[src/rtl/lsu_pkg.sv]
// Shared types for the load/store unit: funct3 encodings, FSM states, size helpers.
// Latency: n/a (package only).
// Backpressure: n/a (package only).
package lsu_pkg;

    localparam logic [2:0] LSU_LB  = 3'b000;
    localparam logic [2:0] LSU_LH  = 3'b001;
    localparam logic [2:0] LSU_LW  = 3'b010;
    localparam logic [2:0] LSU_LBU = 3'b100;
    localparam logic [2:0] LSU_LHU = 3'b101;
    localparam logic [2:0] LSU_SB  = 3'b000;
    localparam logic [2:0] LSU_SH  = 3'b001;
    localparam logic [2:0] LSU_SW  = 3'b010;

    typedef enum logic [1:0] {IDLE, BEAT0, BEAT1, DONE} lsu_state_t;

    function automatic logic [3:0] size_mask(input logic [1:0] sz);
        case (sz)
            2'b00:   return 4'b0001;
            2'b01:   return 4'b0011;
            default: return 4'b1111;
        endcase
    endfunction

    function automatic logic funct3_legal(input logic is_store, input logic [2:0] f3);
        if (is_store)
            return (f3 == LSU_SB) || (f3 == LSU_SH) || (f3 == LSU_SW);
        return (f3 == LSU_LB) || (f3 == LSU_LH) || (f3 == LSU_LW) ||
               (f3 == LSU_LBU) || (f3 == LSU_LHU);
    endfunction

endpackage

[src/rtl/lsu_load_format.sv]
// Aligns merged two-word read data to the access offset and sign/zero-extends it.
// Latency: combinational.
// Backpressure: none.
module lsu_load_format
    import lsu_pkg::*;
(
    input  logic [63:0] rdata_merged,
    input  logic [1:0]  off,
    input  logic [2:0]  funct3,
    output logic [31:0] rdata_ext
);

    logic [31:0] aligned;

    always_comb begin
        aligned = 32'(rdata_merged >> {off, 3'b000});
        case (funct3)
            LSU_LB:  rdata_ext = {{24{aligned[7]}}, aligned[7:0]};
            LSU_LH:  rdata_ext = {{16{aligned[15]}}, aligned[15:0]};
            LSU_LW:  rdata_ext = aligned;
            LSU_LBU: rdata_ext = {24'b0, aligned[7:0]};
            LSU_LHU: rdata_ext = {16'b0, aligned[15:0]};
            default: rdata_ext = '0;
        endcase
    end

endmodule

[src/rtl/load_store_unit.sv]
// Data-memory initiator: one request at a time, word-boundary splits into two beats.
// Latency: accept->resp 2 cycles aligned, 3 split, 1 on error.
// Backpressure: req_ready only in IDLE; no stall on the memory side.
module load_store_unit
    import lsu_pkg::*;
#(
    parameter int ADDR_WIDTH       = 14,
    parameter int ALLOW_MISALIGNED = 1
) (
    input  logic                  clk,
    input  logic                  rst,
    input  logic                  req_valid,
    output logic                  req_ready,
    input  logic                  req_is_store,
    input  logic [2:0]            req_funct3,
    input  logic [31:0]           req_addr,
    input  logic [31:0]           req_wdata,
    output logic                  resp_valid,
    output logic [31:0]           resp_rdata,
    output logic                  resp_err,
    output logic                  mem_en,
    output logic                  mem_we,
    output logic [3:0]            mem_wstrb,
    output logic [ADDR_WIDTH-1:0] mem_addr,
    output logic [31:0]           mem_wdata,
    input  logic [31:0]           mem_rdata
);

    lsu_state_t            state_q, state_d;
    logic                  is_store_q, is_store_d;
    logic [2:0]            funct3_q, funct3_d;
    logic [1:0]            off_q, off_d;
    logic                  split_q, split_d;
    logic [ADDR_WIDTH-1:0] word0_q, word0_d;
    logic [31:0]           wdata_hi_q, wdata_hi_d;
    logic [3:0]            wstrb_hi_q, wstrb_hi_d;
    logic [31:0]           rdata_lo_q, rdata_lo_d;
    logic                  mem_en_q, mem_en_d;
    logic                  mem_we_q, mem_we_d;
    logic [3:0]            mem_wstrb_q, mem_wstrb_d;
    logic [ADDR_WIDTH-1:0] mem_addr_q, mem_addr_d;
    logic [31:0]           mem_wdata_q, mem_wdata_d;
    logic                  resp_valid_q, resp_valid_d;
    logic                  resp_err_q, resp_err_d;

    logic [3:0]            req_mask;
    logic [31:0]           req_wd_masked;
    logic [3:0]            req_st_lo, req_st_hi;
    logic [31:0]           req_wd_lo, req_wd_hi;
    logic [ADDR_WIDTH-1:0] req_word0;
    logic                  req_split, req_err;
    logic [63:0]           rdata_merged;
    logic [31:0]           load_ext;

    always_comb begin
        req_mask      = size_mask(req_funct3[1:0]);
        req_wd_masked = req_wdata & {{8{req_mask[3]}}, {8{req_mask[2]}},
                                     {8{req_mask[1]}}, {8{req_mask[0]}}};
        {req_st_hi, req_st_lo} = {4'b0, req_mask} << req_addr[1:0];
        {req_wd_hi, req_wd_lo} = {32'b0, req_wd_masked} << {req_addr[1:0], 3'b000};
        req_word0 = req_addr[ADDR_WIDTH+1:2];
        // Any strobe spilling into the upper nibble means off + size > 4.
        req_split = |req_st_hi;
        req_err   = !funct3_legal(req_is_store, req_funct3) ||
                    (req_addr[31:ADDR_WIDTH+2] != '0) ||
                    (req_split && ((ALLOW_MISALIGNED == 0) || (&req_word0)));
    end

    always_comb begin
        state_d      = state_q;
        is_store_d   = is_store_q;
        funct3_d     = funct3_q;
        off_d        = off_q;
        split_d      = split_q;
        word0_d      = word0_q;
        wdata_hi_d   = wdata_hi_q;
        wstrb_hi_d   = wstrb_hi_q;
        rdata_lo_d   = rdata_lo_q;
        mem_en_d     = 1'b0;
        mem_we_d     = 1'b0;
        mem_wstrb_d  = '0;
        mem_addr_d   = '0;
        mem_wdata_d  = '0;
        resp_valid_d = 1'b0;
        resp_err_d   = 1'b0;
        case (state_q)
            IDLE: begin
                if (req_valid) begin
                    is_store_d = req_is_store;
                    funct3_d   = req_funct3;
                    off_d      = req_addr[1:0];
                    split_d    = req_split;
                    word0_d    = req_word0;
                    wdata_hi_d = req_wd_hi;
                    wstrb_hi_d = req_st_hi;
                    if (req_err) begin
                        state_d      = DONE;
                        resp_valid_d = 1'b1;
                        resp_err_d   = 1'b1;
                    end else begin
                        state_d     = BEAT0;
                        mem_en_d    = 1'b1;
                        mem_we_d    = req_is_store;
                        mem_addr_d  = req_word0;
                        mem_wdata_d = req_wd_lo;
                        mem_wstrb_d = req_st_lo;
                    end
                end
            end
            BEAT0: begin
                if (split_q) begin
                    state_d     = BEAT1;
                    mem_en_d    = 1'b1;
                    mem_we_d    = is_store_q;
                    mem_addr_d  = word0_q + ADDR_WIDTH'(1);
                    mem_wdata_d = wdata_hi_q;
                    mem_wstrb_d = wstrb_hi_q;
                end else begin
                    state_d      = DONE;
                    resp_valid_d = 1'b1;
                end
            end
            BEAT1: begin
                if (!is_store_q)
                    rdata_lo_d = mem_rdata;
                state_d      = DONE;
                resp_valid_d = 1'b1;
            end
            default: state_d = IDLE;
        endcase
    end

    always_ff @(posedge clk) begin
        if (rst) begin
            state_q      <= IDLE;
            is_store_q   <= 1'b0;
            funct3_q     <= '0;
            off_q        <= '0;
            split_q      <= 1'b0;
            word0_q      <= '0;
            wdata_hi_q   <= '0;
            wstrb_hi_q   <= '0;
            rdata_lo_q   <= '0;
            mem_en_q     <= 1'b0;
            mem_we_q     <= 1'b0;
            mem_wstrb_q  <= '0;
            mem_addr_q   <= '0;
            mem_wdata_q  <= '0;
            resp_valid_q <= 1'b0;
            resp_err_q   <= 1'b0;
        end else begin
            state_q      <= state_d;
            is_store_q   <= is_store_d;
            funct3_q     <= funct3_d;
            off_q        <= off_d;
            split_q      <= split_d;
            word0_q      <= word0_d;
            wdata_hi_q   <= wdata_hi_d;
            wstrb_hi_q   <= wstrb_hi_d;
            rdata_lo_q   <= rdata_lo_d;
            mem_en_q     <= mem_en_d;
            mem_we_q     <= mem_we_d;
            mem_wstrb_q  <= mem_wstrb_d;
            mem_addr_q   <= mem_addr_d;
            mem_wdata_q  <= mem_wdata_d;
            resp_valid_q <= resp_valid_d;
            resp_err_q   <= resp_err_d;
        end
    end

    // The last beat's read data only arrives in DONE, so the load result is
    // formed from mem_rdata in that cycle rather than from a flop.
    assign rdata_merged = split_q ? {mem_rdata, rdata_lo_q} : {32'b0, mem_rdata};

    lsu_load_format u_fmt (
        .rdata_merged (rdata_merged),
        .off          (off_q),
        .funct3       (funct3_q),
        .rdata_ext    (load_ext)
    );

    assign req_ready  = (state_q == IDLE);
    assign resp_valid = resp_valid_q;
    assign resp_err   = resp_err_q;
    assign resp_rdata = (resp_valid_q && !resp_err_q && !is_store_q) ? load_ext : '0;
    assign mem_en     = mem_en_q;
    assign mem_we     = mem_we_q;
    assign mem_wstrb  = mem_wstrb_q;
    assign mem_addr   = mem_addr_q;
    assign mem_wdata  = mem_wdata_q;

endmodule
[config.mk]
export PLATFORM = sky130hd
export DESIGN_NAME = load_store_unit
export DESIGN_NICKNAME = d
export VERILOG_FILES = /design/src/rtl/lsu_pkg.sv /design/src/rtl/lsu_load_format.sv /design/src/rtl/load_store_unit.sv
export SDC_FILE = /design/constraint.sdc
export NUM_CORES = 1
export LEC_CHECK = 0
export ABC_AREA = 0
export ABC_CLOCK_PERIOD_IN_PS = 2600
export BUFFER_PORTS_ARGS = -buffer_cell sky130_fd_sc_hd__buf_2
export CORE_ASPECT_RATIO = 0.75
export CORE_MARGIN = 5
export CORE_UTILIZATION = 35
export CTS_BUF_LIST = sky130_fd_sc_hd__clkbuf_2
export DETAILED_ROUTE_END_ITERATION = 12
export SLEW_MARGIN = 10
export SYNTH_ARGS = -nofsm -noshare
export SYNTH_HDL_FRONTEND = slang
export SYNTH_SLANG_ARGS = --single-unit
export TNS_END_PERCENT = 10
[constraint.sdc]
create_clock -name clk -period 2.6 [get_ports clk]
set_input_delay 0.39 -clock clk [delete_from_list [all_inputs] [get_ports clk]]
set_output_delay 0.39 -clock clk [all_outputs]
set_load 0.02 [all_outputs]
### Yosys cells after proc, flatten, opt, wreduce, memory -nomap -nowiden

Cells that the tools add are included.
Widths: inputs -> output; s select.

* $add $sub $neg: 1
* equal/unequal tests: 12
* shift operators: 3
* multiplexer cells: 35
* bitwise operators: 3
* reduce and logical (&&, ||, !) cells: 22

Operators by type and width (number)
* $pmux 32 s5: 1
* $mux 32: 4
* $mux 64: 1
* $pmux 32 s2: 1
* $shl 32x5->64: 1
* $shr 64x5->32: 1
* $mux 14: 3
* $and 32x32->32: 1
* $pmux 14 s2: 1
* $pmux 4 s2: 2
* $reduce_bool 16->1: 1
* $add 14x1->14 const B: 1
* $reduce_and 14->1: 1
* $mux 1: 13
* $eq 3x3->1 const B: 4
* $mux 4: 3
* $shl 4x2->8: 1
* $eq 3x1->1 const B: 2
* $eq 3x2->1 const B: 2
* $logic_not 3->1: 2
* $logic_or 1x1->1: 6
* $pmux 2 s3: 1
* $eq 2x1->1 const B: 2
* $logic_not 2->1: 2
* other kinds (11): 19

* register bits after elaboration: 145
* input port bits: 103
* output and inout bits: 87
* word-level logic and storage cells: 92

### Logic depth before layout (Yosys ltp)

Gate-level depths: netlist of run 1.

* depth after elaboration: 12
* gate-level depth with buffers: 9
* mapped depth without buffers: 7

### Cells and area by module

Synthesis of run 1 repeated with hierarchy kept, for this count alone.

* cells, all modules: 864
* area, all modules: 7447.1 um^2

By module, submodules not included
* load_store_unit: times used 1, cells an instance 749, area each 6227.2 um^2, sequential area each 2722.6 um^2
* lsu_load_format: times used 1, cells an instance 115, area each 1219.9 um^2, sequential area each 0.0 um^2

### Least setup slack after synthesis of run 1

OpenSTA, ideal clock, no wires.

* kind: register to output
* start point: register off_q[0]
* end point: output resp_rdata[12]
* data arrival time: 1.732 ns
* required time: 2.210 ns
* slack: 0.478 ns
* cell stages (with the launch flop): 9
* cell sequence: dfxtp_1 buf_4 buf_6 buf_4 buf_4 mux2i_1 mux2i_1 a21oi_1 o21ai_0

* cells in the longest elaborated chain, start to end: 3

Ends and longest elaborated chain
* start: declaration: line load_store_unit.sv:32 `logic [1:0] off_q, off_d;`
* start signal: assignment: line load_store_unit.sv:138 `off_q <= '0;`
* start signal: assignment: line load_store_unit.sv:155 `off_q <= off_d;`
* $shr 64x5->32: line lsu_load_format.sv:16 `aligned = 32'(rdata_merged >> {off, 3'b000});`
* $pmux 32 s5: line lsu_load_format.sv:17 `case (funct3)`
* $mux 32: line load_store_unit.sv:185 `assign resp_rdata = (resp_valid_q && !resp_err_q && !is_store_q) ? load_ext : '0;`
* end: declaration: line load_store_unit.sv:19 `output logic [31:0] resp_rdata,`

No other way between the ends.

### Worst setup path in the final report of run 1

* start point: register off_q[0]
* end point: output resp_rdata[2]

The elaborated chain is that of the path after synthesis.

==> results of run 1 <==
-- final cells by class --
type	instances	area (sq um)	area share
Multi-Input combinational cell	656	4225	0.4355
Sequential cell	136	2735	0.2819
Timing Repair Buffer	293	2142	0.2208
Tap cell	253	316.6	0.03263
Clock inverter	15	150.1	0.01548
Clock buffer	17	85.08	0.008770
Inverter	12	45.04	0.004643
Antenna cell	1	2.502	0.0002579
-- cell families after synthesis --
group | Yosys count
simple gates | 331
buf+inv | 78
flops | 136
mux | 65
xor+xnor | 12
fa+ha+maj | 5
compound gates | 243
-- layer usage --
metal	GRT usage	up-vias
met3	0.04934	30
met1	0.3025	3502
met4	0.05051	0
met5	0	-
met2	0.3075	307
li1	-	3578
-- sequential cells by signal, summed over array words and instances, names as in the netlist --
name        count
off_q           2
mem_addr       14
resp_err        1
funct3_q        3
mem_wdata      32
mem_wstrb       4
mem_we          1
split_q         1
wstrb_hi_q      3
resp_valid      1
word0_q        14
mem_en          1
is_store_q      1
rdata_lo_q     32
wdata_hi_q     24
state_q         2
-- layout by cell type (no fill, tap or decap), drive strengths merged, types with 2 or more instances in the layout --
| cell type | synthesis | routed |
|---|---|---|
| a32oi | 8 | 8 |
| dlygate4sd3 | 0 | 66 |
| o22ai | 2 | 2 |
| nand3 | 16 | 16 |
| nand2 | 184 | 184 |
| o22a | 7 | 7 |
| mux4 | 8 | 8 |
| o21a | 3 | 3 |
| clkinv | 0 | 4 |
| o211ai | 8 | 8 |
| inv | 12 | 23 |
| ha | 5 | 5 |
| nor2 | 87 | 87 |
| o21ai | 39 | 39 |
| mux2i | 35 | 35 |
| mux2 | 22 | 22 |
| and2 | 4 | 4 |
| a21oi | 95 | 95 |
| a22o | 23 | 23 |
| nor2b | 5 | 5 |
| nor3b | 6 | 6 |
| nand2b | 3 | 3 |
| buf | 27 | 226 |
| and3 | 2 | 2 |
| dfxtp | 136 | 136 |
| nand4 | 6 | 6 |
| clkbuf | 39 | 18 |
| a211oi | 17 | 17 |
| a31oi | 2 | 2 |
| nor4 | 7 | 7 |
| xor2 | 7 | 7 |
| a22oi | 34 | 34 |
| nor3 | 6 | 6 |
| xnor2 | 5 | 5 |
-- worst max path at each step --
stage                                 to    startpoint
after global routing      resp_rdata[10]      off_q[0]
after global placement      mem_wdata[0]  req_addr[29]
after detailed placement    mem_wdata[0]  req_addr[21]
final                      resp_rdata[2]      off_q[0]
after CTS                 resp_rdata[13]      off_q[0]
after floorplan           resp_rdata[12]      off_q[0]
-- worst max-delay path: stages, from the launching register on --
cell and delay [ns]:
sky130_fd_sc_hd__dfxtp_4 0.41, sky130_fd_sc_hd__buf_8 0.15, sky130_fd_sc_hd__buf_12 0.12, sky130_fd_sc_hd__buf_16 0.14
sky130_fd_sc_hd__mux2_2 0.35, sky130_fd_sc_hd__nor2_1 0.09, sky130_fd_sc_hd__a211oi_1 0.05, sky130_fd_sc_hd__a21oi_1 0.19
sky130_fd_sc_hd__nor2_1 0.08, sky130_fd_sc_hd__buf_2 0.16
-- timing repair --
action / 4_1_cts / 5_1_grt
gates cloned: 2 / 1
endpoints found under the hold margin: 93 / 0
setup endpoints to repair: 32 / 33
pin swaps: 11 / 7
hold buffers: 66 / 0
setup buffers: 9 / 2
resized for setup: 64 / 63
-- stage by stage --
| stage | hold slack [ns] | TNS (ns) | std cells | setup slack, ns | utilization |
|---|---|---|---|---|---|
| final | 0.07665 | -6.746 | 1383 | -0.2518 | 0.4978 |
| after global placement | 0.4289 | 0 | 1270 | 0.2002 | 0.4186 |
| after CTS | 0.01015 | -7.364 | 1379 | -0.2985 | 0.4815 |
| after detailed placement | 0.4303 | 0 | 1270 | 0.1245 | 0.4186 |
| after global routing | 0.02542 | -11.71 | 1383 | -0.4129 | 0.4978 |
| after floorplan | 0.4160 | 0 | 870 | 0.4783 | - |
-- where the power goes --
group / internal, mW / total (mW) / switching [mW]
Clock: 0.318 / 1.29 / 0.971
Combinational: 1.32 / 3.11 / 1.79
Sequential: 2.33 / 2.52 / 0.191
==> summary.txt, run 1 <==
Worst hold path
  – Start point of the worst hold path: req_funct3[0]
  – Number of stages on the worst hold path: 4
  – Type of the tightest min-delay check: input pin to register
  – Hold Path Sink: funct3_q[0]

Worst setup path
  – Worst reg2reg path startpoint: state_q[0]
  – Critical Path RT: about 2.2 ns
  – Critical path fanouts, max: 11
  – Cell count of the worst reg-to-reg path: 6
  – Worst endpoint data arrival time: ~2.5 ns
  – Reg-to-reg slack, setup: 0.37 ns
  – Critical register-to-register path endpoint: mem_addr[6]
  – Endpoint class of the critical path: primary output
  – Worst setup path class: register to primary output
  – Crit path launch type: register

Flow run
  – Max capacitance violation total: 0

Timing
  – Layout Skew: ~0.042 ns
  – Minimum clock period: between 2 and 3 ns
  – Slew of the pin with the lowest slew margin: 0.8875 ns
  – Final setup slack of the worst path: -0.2518 ns
  – Final Setup Violations: 32
  – Peak clock frequency supported by timing: 350.7 MHz
  – Relative slew margins: 0.4062
  – Number of pins exceeding their max-slew limit in the final report: 0
  – Final Cycle Share: 1.097
  – Unrepaired setup endpoints after global routing: yes
  – Number of hold violations in the final report: 0

Route
  – Routed WL per cell: approximately 18 um
  – Total wire length after detailed routing: 24940 um
  – Initial drt markers: roughly 700
  – Vias per std cell: ~5.4
  – Total number of vias: 7417
  – Residual DRC: 0
  – Initial DRT Pass Iterations: 6
  – Met2 routed WL: about 11000 um
  – Count of nets left with antenna violations after detail routing: 0
  – Highest metal layer used by the detailed router: met4
  – Post-Route M1 WL: roughly 12000 um
  – Detailed-routed wire length on met3: between 2000 and 2500 um

Clocking
  – Total number of H-tree levels: 4
  – CTS tree: done
  – Clk Tree Root Cell: sky130_fd_sc_hd__clkbuf_2
  – Maximum buffer depth of the clock tree: 2
  – Insertion delay to the later sink of the worst-skew pair: 0.75 ns
  – CTS clk-pin slew, worst paths: approximately 0.22 ns
  – Inserted Clock Buffers: 17
  – Sinks on Clock Net: about 140

Synthesis
  – Average instance area after synthesis: slightly above 8 sq um
  – Synth Area in Adders: 0.008937
  – Register bit total from synthesis: 136
  – Portion of synthesized cell area occupied by the leading cell type: 0.3889
  – Xor and xnor area share after synthesis: 0.01501
  – List of most frequent post-synthesis cells: sky130_fd_sc_hd__nand2_1 (184), sky130_fd_sc_hd__dfxtp_1 (136), sky130_fd_sc_hd__a21oi_1 (95)
  – Synth area leader: sky130_fd_sc_hd__dfxtp_1
  – Ys flop type: sky130_fd_sc_hd__dfxtp_1
  – Seq/Total Area, Yosys: 0.3889
  – Fraction of registers with async set or reset after synthesis: 0
  – Count of cell types in the netlist: 52
  – Most used standard cell by instance count after synthesis: sky130_fd_sc_hd__nand2_1
  – Share of synthesized area spent on multiplexers: 0.1112
  – Most area-consuming cells after synthesis: sky130_fd_sc_hd__dfxtp_1 (39%), sky130_fd_sc_hd__nand2_1 (9.9%), sky130_fd_sc_hd__a21oi_1 (6.8%)
  – Number of synthesized flops with an enable pin: 0
  – Synth Area in Compound Gates: 0.2225
  – Post-Syn Area: 0.007000 sq mm
  – Number of nets in the synthesized netlist: 978
  – Area fraction in and, or, nand and nor cells after synthesis: 0.2016
  – Number of instances in the synthesized netlist: 870
  – Count of synthesis-stage warnings from yosys: 0
  – Largest family of logic cells by synthesized area: compound AO/OA/AOI/OAI gates

Global route
  – GRT overflow: 0
  – Maximum number of pins on one net before global-route repair: 39
  – Number of global-route vias before repair: approximately 6900
  – Antenna violations before repair: 1
  – Wire length of the first global-routing pass: just under 40000 um
  – GRT Total Usage: 0.2069

Final layout
  – Design area: ~0.0097 sq mm
  – Nets: about 1200
  – Layout cells sized above 1: 0.3118
  – Fill cell instance count of the final layout: ~1900
  – Area added between synthesis and finish: 38.59%

Floorplanning
  – DIE WIDTH: approximately 170 um
  – Number of top-level pins: 190
  – Starting density of the core: 0.3592
  – Area of the die: roughly 0.023 sq mm
  – Die outline height: 132.5 um
  – Area inside the core boundary: 0.01949 sq mm
  – Row count: 44

Place
  – Post-detailed-placement cell area: approximately 0.008 sq mm
  – HPWL Detailed: 17000 um
  – Port buffer count: 189
  – Final estimated routing congestion in global placement: around 0.94

Run status
  – Failing checks: negative setup slack
  – Status: finished with violations

Power
  – Max IR drop VDD: about 0.24 mV
  – Ratio of total power to cell area: 713.3 mW/mm^2
  – Total power draw: 6.921 mW
  – Leakage power total: roughly 4.0 nW
No activity file was read; power rests on OpenSTA's default activity.
==> run 2: changes to the inputs <==
--- a/config.mk
+++ b/config.mk
@@ -7,7 +7,7 @@
 export LEC_CHECK = 0
 export ABC_AREA = 0
 export ABC_CLOCK_PERIOD_IN_PS = 2600
-export BUFFER_PORTS_ARGS = -buffer_cell sky130_fd_sc_hd__buf_2
+export BUFFER_PORTS_ARGS = -buffer_cell sky130_fd_sc_hd__buf_4
 export CORE_ASPECT_RATIO = 0.75
 export CORE_MARGIN = 5
 export CORE_UTILIZATION = 35
==> run 2 against run 1 <==
The run still ends with negative setup slack left. Non-clock buffer count shrank 1. Final cell count unchanged. Critical path depth fell by 1. Routed wire length shrank 0.85%. Combinational power down 4%. Worst hold slack better by 0.013 ns. Flip-flop and latch count unchanged. Global-route usage barely moved. Register-to-register slack improved by 0.09 ns. Highest routed layer unchanged.
==> summary.txt, run 2 (same netlist as run 1, synthesis figures left out) <==
Timing
  – Number of hold violations in the final report: 0
  – Peak clock frequency supported by timing: approximately 350 MHz
  – Layout Skew: around 0.039 ns
  – Minimum clock period: around 2.8 ns
  – Slew of the pin with the lowest slew margin: about 0.92 ns
  – TNS Setup: -5.191 ns
  – Final Cycle Share: 1.087
  – Unrepaired setup endpoints after global routing: yes
  – Relative slew margins: 0.3809
  – Final Setup Violations: 31
  – Number of pins exceeding their max-slew limit in the final report: 0
  – Final setup slack of the worst path: -0.2273 ns
  – Post-route worst hold slack: roughly 0.089 ns

Power
  – Leakage power total: about 4 nW
  – Total power draw: 6.889 mW
  – Ratio of total power to cell area: 697.0 mW/mm^2
  – Max IR drop VDD: ~0.35 mV

Final layout
  – Final Core Density: 0.5071
  – Multi-input gate area in the final layout: ~0.0041 sq mm
  – Most frequent cells in the layout: sky130_fd_sc_hd__buf_4 (213), sky130_fd_sc_hd__nand2_1 (184), sky130_fd_sc_hd__dfxtp_1 (131)
  – Fill cell instance count of the final layout: roughly 1900
  – Leading cell type in the layout, fill and taps excluded: sky130_fd_sc_hd__buf_4
  – Layout cells sized above 1: 0.2923
  – Sequential cell area: roughly 0.0027 sq mm
  – Area added between synthesis and finish: 41.18%
  – Nets: 1224

Global route
  – Antenna violations before repair: 1
  – GRT overflow: 0
  – Number of global-route vias before repair: ~7000
  – Maximum number of pins on one net before global-route repair: 41
  – GRT Total Usage: 0.2067
  – Wire length of the first global-routing pass: between 30000 and 40000 um

Worst setup path
  – Cell count of the worst reg-to-reg path: 6
  – Crit-path max cell delay: approximately 0.41 ns
  – Series of cell instances along the critical path: buf_6, buf_4, mux2i_2, nand3b_1, nand4b_4, o21a_4, o21ai_1, buf_4
  – Reg-to-reg slack, setup: about 0.46 ns
  – Endpoint class of the critical path: primary output
  – Worst setup path class: register to primary output
  – Critical path fanouts, max: 8
  – Highest-delay cell along the critical path: sky130_fd_sc_hd__dfxtp_4
  – Crit path launch type: register
  – Most frequent cell on the critical path: sky130_fd_sc_hd__buf_4
  – Critical Path RT: 2.21 ns
  – Worst endpoint data arrival time: roughly 2.4 ns

Route
  – Count of nets left with antenna violations after detail routing: 0
  – Vias per std cell: 5.336
  – Total number of vias: around 7400
  – Total wire length after detailed routing: between 20000 and 25000 um
  – Routed WL per cell: around 18 um
  – Initial DRT Pass Iterations: 5
  – Initial drt markers: about 560
  – Residual DRC: 0

Floorplanning
  – Row count: between 40 and 50
  – Area inside the core boundary: 0.01949 sq mm
  – DIE WIDTH: 173.3 um
  – Die outline height: between 100 and 150 um
  – Number of top-level pins: 190
  – Starting density of the core: 0.3592
  – Area of the die: between 0.02 and 0.025 sq mm

Run status
  – Status: finished with violations
  – Failing checks: negative setup slack

Clocking
  – CTS tree: done
  – Insertion delay to the later sink of the worst-skew pair: around 0.71 ns
  – Inserted Clock Buffers: 17
  – Maximum buffer depth of the clock tree: 2
  – Clk Tree Root Cell: sky130_fd_sc_hd__clkbuf_2
  – Sinks on Clock Net: between 100 and 150
  – CTS clk-pin slew, worst paths: approximately 0.24 ns
  – Total number of H-tree levels: 4

Place
  – HPWL Detailed: 17370 um
  – Post-Place Setup Slack: about 0.3 ns
  – Final estimated routing congestion in global placement: 0.8956
  – Port buffer count: ~190

Flow run
  – Max capacitance violation total: 0

Worst hold path
  – Type of the tightest min-delay check: input pin to register
  – Number of stages on the worst hold path: 4
run 2: worst paths after layout:
kind | end | from
worst max register to register | mem_wstrb[1] | state_q[0]
worst min-delay path | mem_wdata[31] | req_wdata[23]
worst min register to register | mem_wdata[10] | wdata_hi_q[10]
worst max-delay path | resp_rdata[20] | off_q[0]
run 2: through the flow:
step	instances	area, sq um
global placement	1273	8653
CTS	1380	9758
global route	1383	9883
detailed placement	1273	8653
finish	1383	9883
floorplan	870	7000
run 2: worst max-delay path: cells and delay by family (launching register included):
kind                   cells  cell delay [ns]
AOI/OAI and AO/OA          2             0.32
buffers and inverters      3             0.42
and+or+nand+nor            2             0.36
muxes                      1             0.23
DFF                        1             0.41
run 2: final cells by class:
type | count | share of cell area
Timing Repair Buffer | 292 | 0.2494
Inverter | 12 | 0.004558
Multi-Input combinational cell | 657 | 0.4104
Clock buffer | 17 | 0.008609
Tap cell | 253 | 0.03203
Clock inverter | 15 | 0.01785
Sequential cell | 136 | 0.2769
Antenna cell | 1 | 0.0002532
run 2: per-layer routing:
layer  GRT usage  share of wire  vias up
met3     0.04507          0.068       35
li1            -              -     3575
met5           0              0        -
met1      0.3051           0.48     3509
met4     0.04741          0.016        0
met2      0.3079           0.43      260
run 2: where the power goes:
group | switching, mW | internal, mW | total [mW] | leakage, nW
clock | 0.965 | 0.410 | 1.38 | 0.154
combinational | 1.70 | 1.29 | 2.99 | 2.74
sequential | 0.201 | 2.33 | 2.53 | 1.11
run 2: repair_timing:
item	in CTS	in global routing
endpoints found under the setup margin	32	32
cloned	3	1
hold endpoints to repair	90	0
setup buffers	5	2
pin swaps	2	4
gates resized for setup	24	34
hold buffers	67	0
==> run 3: changes to the inputs <==
--- a/config.mk
+++ b/config.mk
@@ -13,6 +13,7 @@
 export CORE_UTILIZATION = 35
 export CTS_BUF_LIST = sky130_fd_sc_hd__clkbuf_2
 export DETAILED_ROUTE_END_ITERATION = 12
+export PLACE_DENSITY = 0.57
 export SLEW_MARGIN = 10
 export SYNTH_ARGS = -nofsm -noshare
 export SYNTH_HDL_FRONTEND = slang
==> run 3 against run 2 <==
The run still ends with negative setup slack left. Worst hold slack better by 0.0046 ns. Critical path depth down 1. Final cell count up 0.36%. Global-route usage up 0.80 points. Flip-flop and latch count unchanged. Via count down 0.12%. Sequential power about the same. Critical path type unchanged.
==> summary.txt, run 3 (same netlist as run 1, synthesis figures left out) <==
Worst setup path
  – Cell count of the worst reg-to-reg path: 6
  – Crit path launch type: register
  – Critical Path RT: 2.21 ns
  – Worst Setup SP: off_q[0]
  – Worst reg2reg path startpoint: state_q[0]
  – Worst setup path class: register to primary output
  – Endpoint class of the critical path: primary output
  – Critical path fanouts, max: 8
  – Worst endpoint data arrival time: ~2.5 ns

Timing
  – Final Setup Violations: 32
  – Post-route worst hold slack: 0.09384 ns
  – Minimum clock period: between 2 and 3 ns
  – Layout Skew: around 0.028 ns
  – Slew of the pin with the lowest slew margin: 1.196 ns
  – Relative slew margins: 0.2019
  – Number of hold violations in the final report: 0
  – Peak clock frequency supported by timing: ~350 MHz
  – Unrepaired setup endpoints after global routing: yes
  – Final setup slack of the worst path: -0.2521 ns
  – Final Cycle Share: 1.097
  – Number of pins exceeding their max-slew limit in the final report: 0

Route
  – Vias per std cell: around 5.3
  – Initial drt markers: between 400 and 500
  – Routed WL per cell: around 18 um
  – Initial DRT Pass Iterations: 5
  – Count of nets left with antenna violations after detail routing: 0
  – Total wire length after detailed routing: 25660 um
  – Total number of vias: roughly 7400
  – Residual DRC: 0

Run status
  – Status: finished with violations
  – Failing checks: negative setup slack

Floorplanning
  – Row count: 44
  – Starting density of the core: 0.3592
  – Area inside the core boundary: roughly 0.019 sq mm
  – Number of top-level pins: between 150 and 200
  – Area of the die: around 0.023 sq mm
  – Die outline height: about 130 um
  – DIE WIDTH: 173.3 um

Worst hold path
  – Start point of the worst hold path: req_wdata[20]
  – Number of stages on the worst hold path: 4
  – Type of the tightest min-delay check: input pin to register

Final layout
  – Nets: approximately 1200
  – Leading cell type in the layout, fill and taps excluded: sky130_fd_sc_hd__buf_4
  – Final Non-Filler Cells: 1388
  – Area added between synthesis and finish: 45.86%
  – Layout cells sized above 1: 0.3175
  – Final Core Density: 0.5239
  – Most frequent cells in the layout: sky130_fd_sc_hd__buf_4 (196), sky130_fd_sc_hd__nand2_1 (182), sky130_fd_sc_hd__dfxtp_1 (132)

Global route
  – GRT Total Usage: 0.2147
  – Wire length of the first global-routing pass: roughly 40000 um
  – GRT overflow: 0
  – Maximum number of pins on one net before global-route repair: between 50 and 60
  – Antenna violations before repair: 2
  – Number of global-route vias before repair: 7094

Clocking
  – Clk Tree Root Cell: sky130_fd_sc_hd__clkbuf_2
  – Maximum buffer depth of the clock tree: 2
  – CTS clk-pin slew, worst paths: 0.26 ns
  – CTS tree: done
  – Total number of H-tree levels: 4
  – Sinks on Clock Net: 136
  – Inserted Clock Buffers: 17
  – Insertion delay to the later sink of the worst-skew pair: around 0.73 ns

Place
  – HPWL Detailed: between 15000 and 20000 um
  – Final estimated routing congestion in global placement: 0.8884
  – Number of placed instances, taps included: between 1000 and 1500
  – Port buffer count: around 190

Power
  – Leakage power total: about 4 nW
  – Fraction of power spent switching nets: 0.4223
  – Register share of total power: 0.360
  – Power dissipated by switching net loads: approximately 3.0 mW
  – Logic gate share of total power: 0.459
  – Fraction of power consumed by the clock network: 0.182
  – Ratio of total power to cell area: approximately 690 mW/mm^2
  – Internal: 4.077 mW
  – Max IR drop VDD: 0.2560 mV

Flow run
  – Max capacitance violation total: 0
-- run 3: changes by cell type in the layout (fill, tap and decap cells not counted), moves of 4 or more --
cell                            delta
sky130_fd_sc_hd__o21ai_2          +10
sky130_fd_sc_hd__mux2i_4           +5
sky130_fd_sc_hd__mux2i_1           -6
sky130_fd_sc_hd__buf_6            +14
sky130_fd_sc_hd__a21oi_2           +6
sky130_fd_sc_hd__buf_4            -17
sky130_fd_sc_hd__o21ai_0           -6
sky130_fd_sc_hd__a22oi_1           -5
sky130_fd_sc_hd__a21oi_1           -6
sky130_fd_sc_hd__o21ai_1           -4
sky130_fd_sc_hd__dlygate4sd3_1     +4
sky130_fd_sc_hd__a22oi_2           +5
-- run 3: power by group through the flow --
stage / Clock [mW] / Sequential, mW / Combinational, mW
3_5_place_dp: 0 / 2.56 / 2.63
4_1_cts: 1.34 / 2.53 / 3.03
6_report: 1.28 / 2.54 / 3.24
2_1_floorplan: 0 / 2.51 / 1.76
3_3_place_gp: 0 / 2.55 / 2.63
5_1_grt: 1.43 / 2.57 / 3.48
-- run 3: path summary, 6_finish.rpt --
| check | endpoint | slack, ns |
|---|---|---|
| worst max-delay path | resp_rdata[17] | -0.25 |
| worst min-delay path | mem_wdata[28] | 0.09 |
| worst max register to register | mem_wstrb[1] | 0.27 |
| worst min register to register | mem_wdata[8] | 0.46 |
-- run 3: worst max-delay path, cell delays in order, from the launching register on --
cell                        delay [ns]
sky130_fd_sc_hd__dfxtp_4          0.45
sky130_fd_sc_hd__buf_6            0.14
sky130_fd_sc_hd__bufbuf_16        0.26
sky130_fd_sc_hd__a31o_4           0.22
sky130_fd_sc_hd__o21ai_4          0.18
sky130_fd_sc_hd__o21a_4           0.24
sky130_fd_sc_hd__o21ai_1          0.09
sky130_fd_sc_hd__buf_4            0.16
-- run 3: cell type report --
type                            instances  area, sq um
Antenna cell                            1        2.502
Timing Repair Buffer                  297         2645
Fill cell                            1867         9278
Sequential cell                       136         2733
Multi-Input combinational cell        657         4234
Inverter                               12        45.04
Clock inverter                         15        150.1
Clock buffer                           17        85.08
Tap cell                              253        316.6
-- run 3: timing repair --
item                                    in CTS  in global routing
cloned                                       5                  0
hold endpoints to repair                    96                  2
pin swaps                                   13                 17
setup buffers                                7                  2
resized for setup                           65                 51
hold buffers                                69                  2
endpoints found under the setup margin      32                 32
-- run 3: metal layers --
layer | GRT usage | vias up | wire length, um
met5 | 0 | - | 7
met4 | 0.05627 | 2 | 424
met1 | 0.3087 | 3486 | 12140
met3 | 0.05819 | 33 | 1704
li1 | - | 3592 | -
met2 | 0.3184 | 257 | 11390
-- run 3: metrics by stage --
step / instance area, sq um / setup TNS [ns] / power [mW] / setup slack [ns]
final: 10210 / -5.991 / 7.056 / -0.2521
after global routing: 10210 / -10.64 / 7.478 / -0.3866
after CTS: 9972 / -7.950 / 6.894 / -0.2931
after detailed placement: 8618 / 0 / 5.186 / 0.3490
after global placement: 8618 / 0 / 5.180 / 0.3871
after floorplan: 7000 / 0 / 4.266 / 0.4783
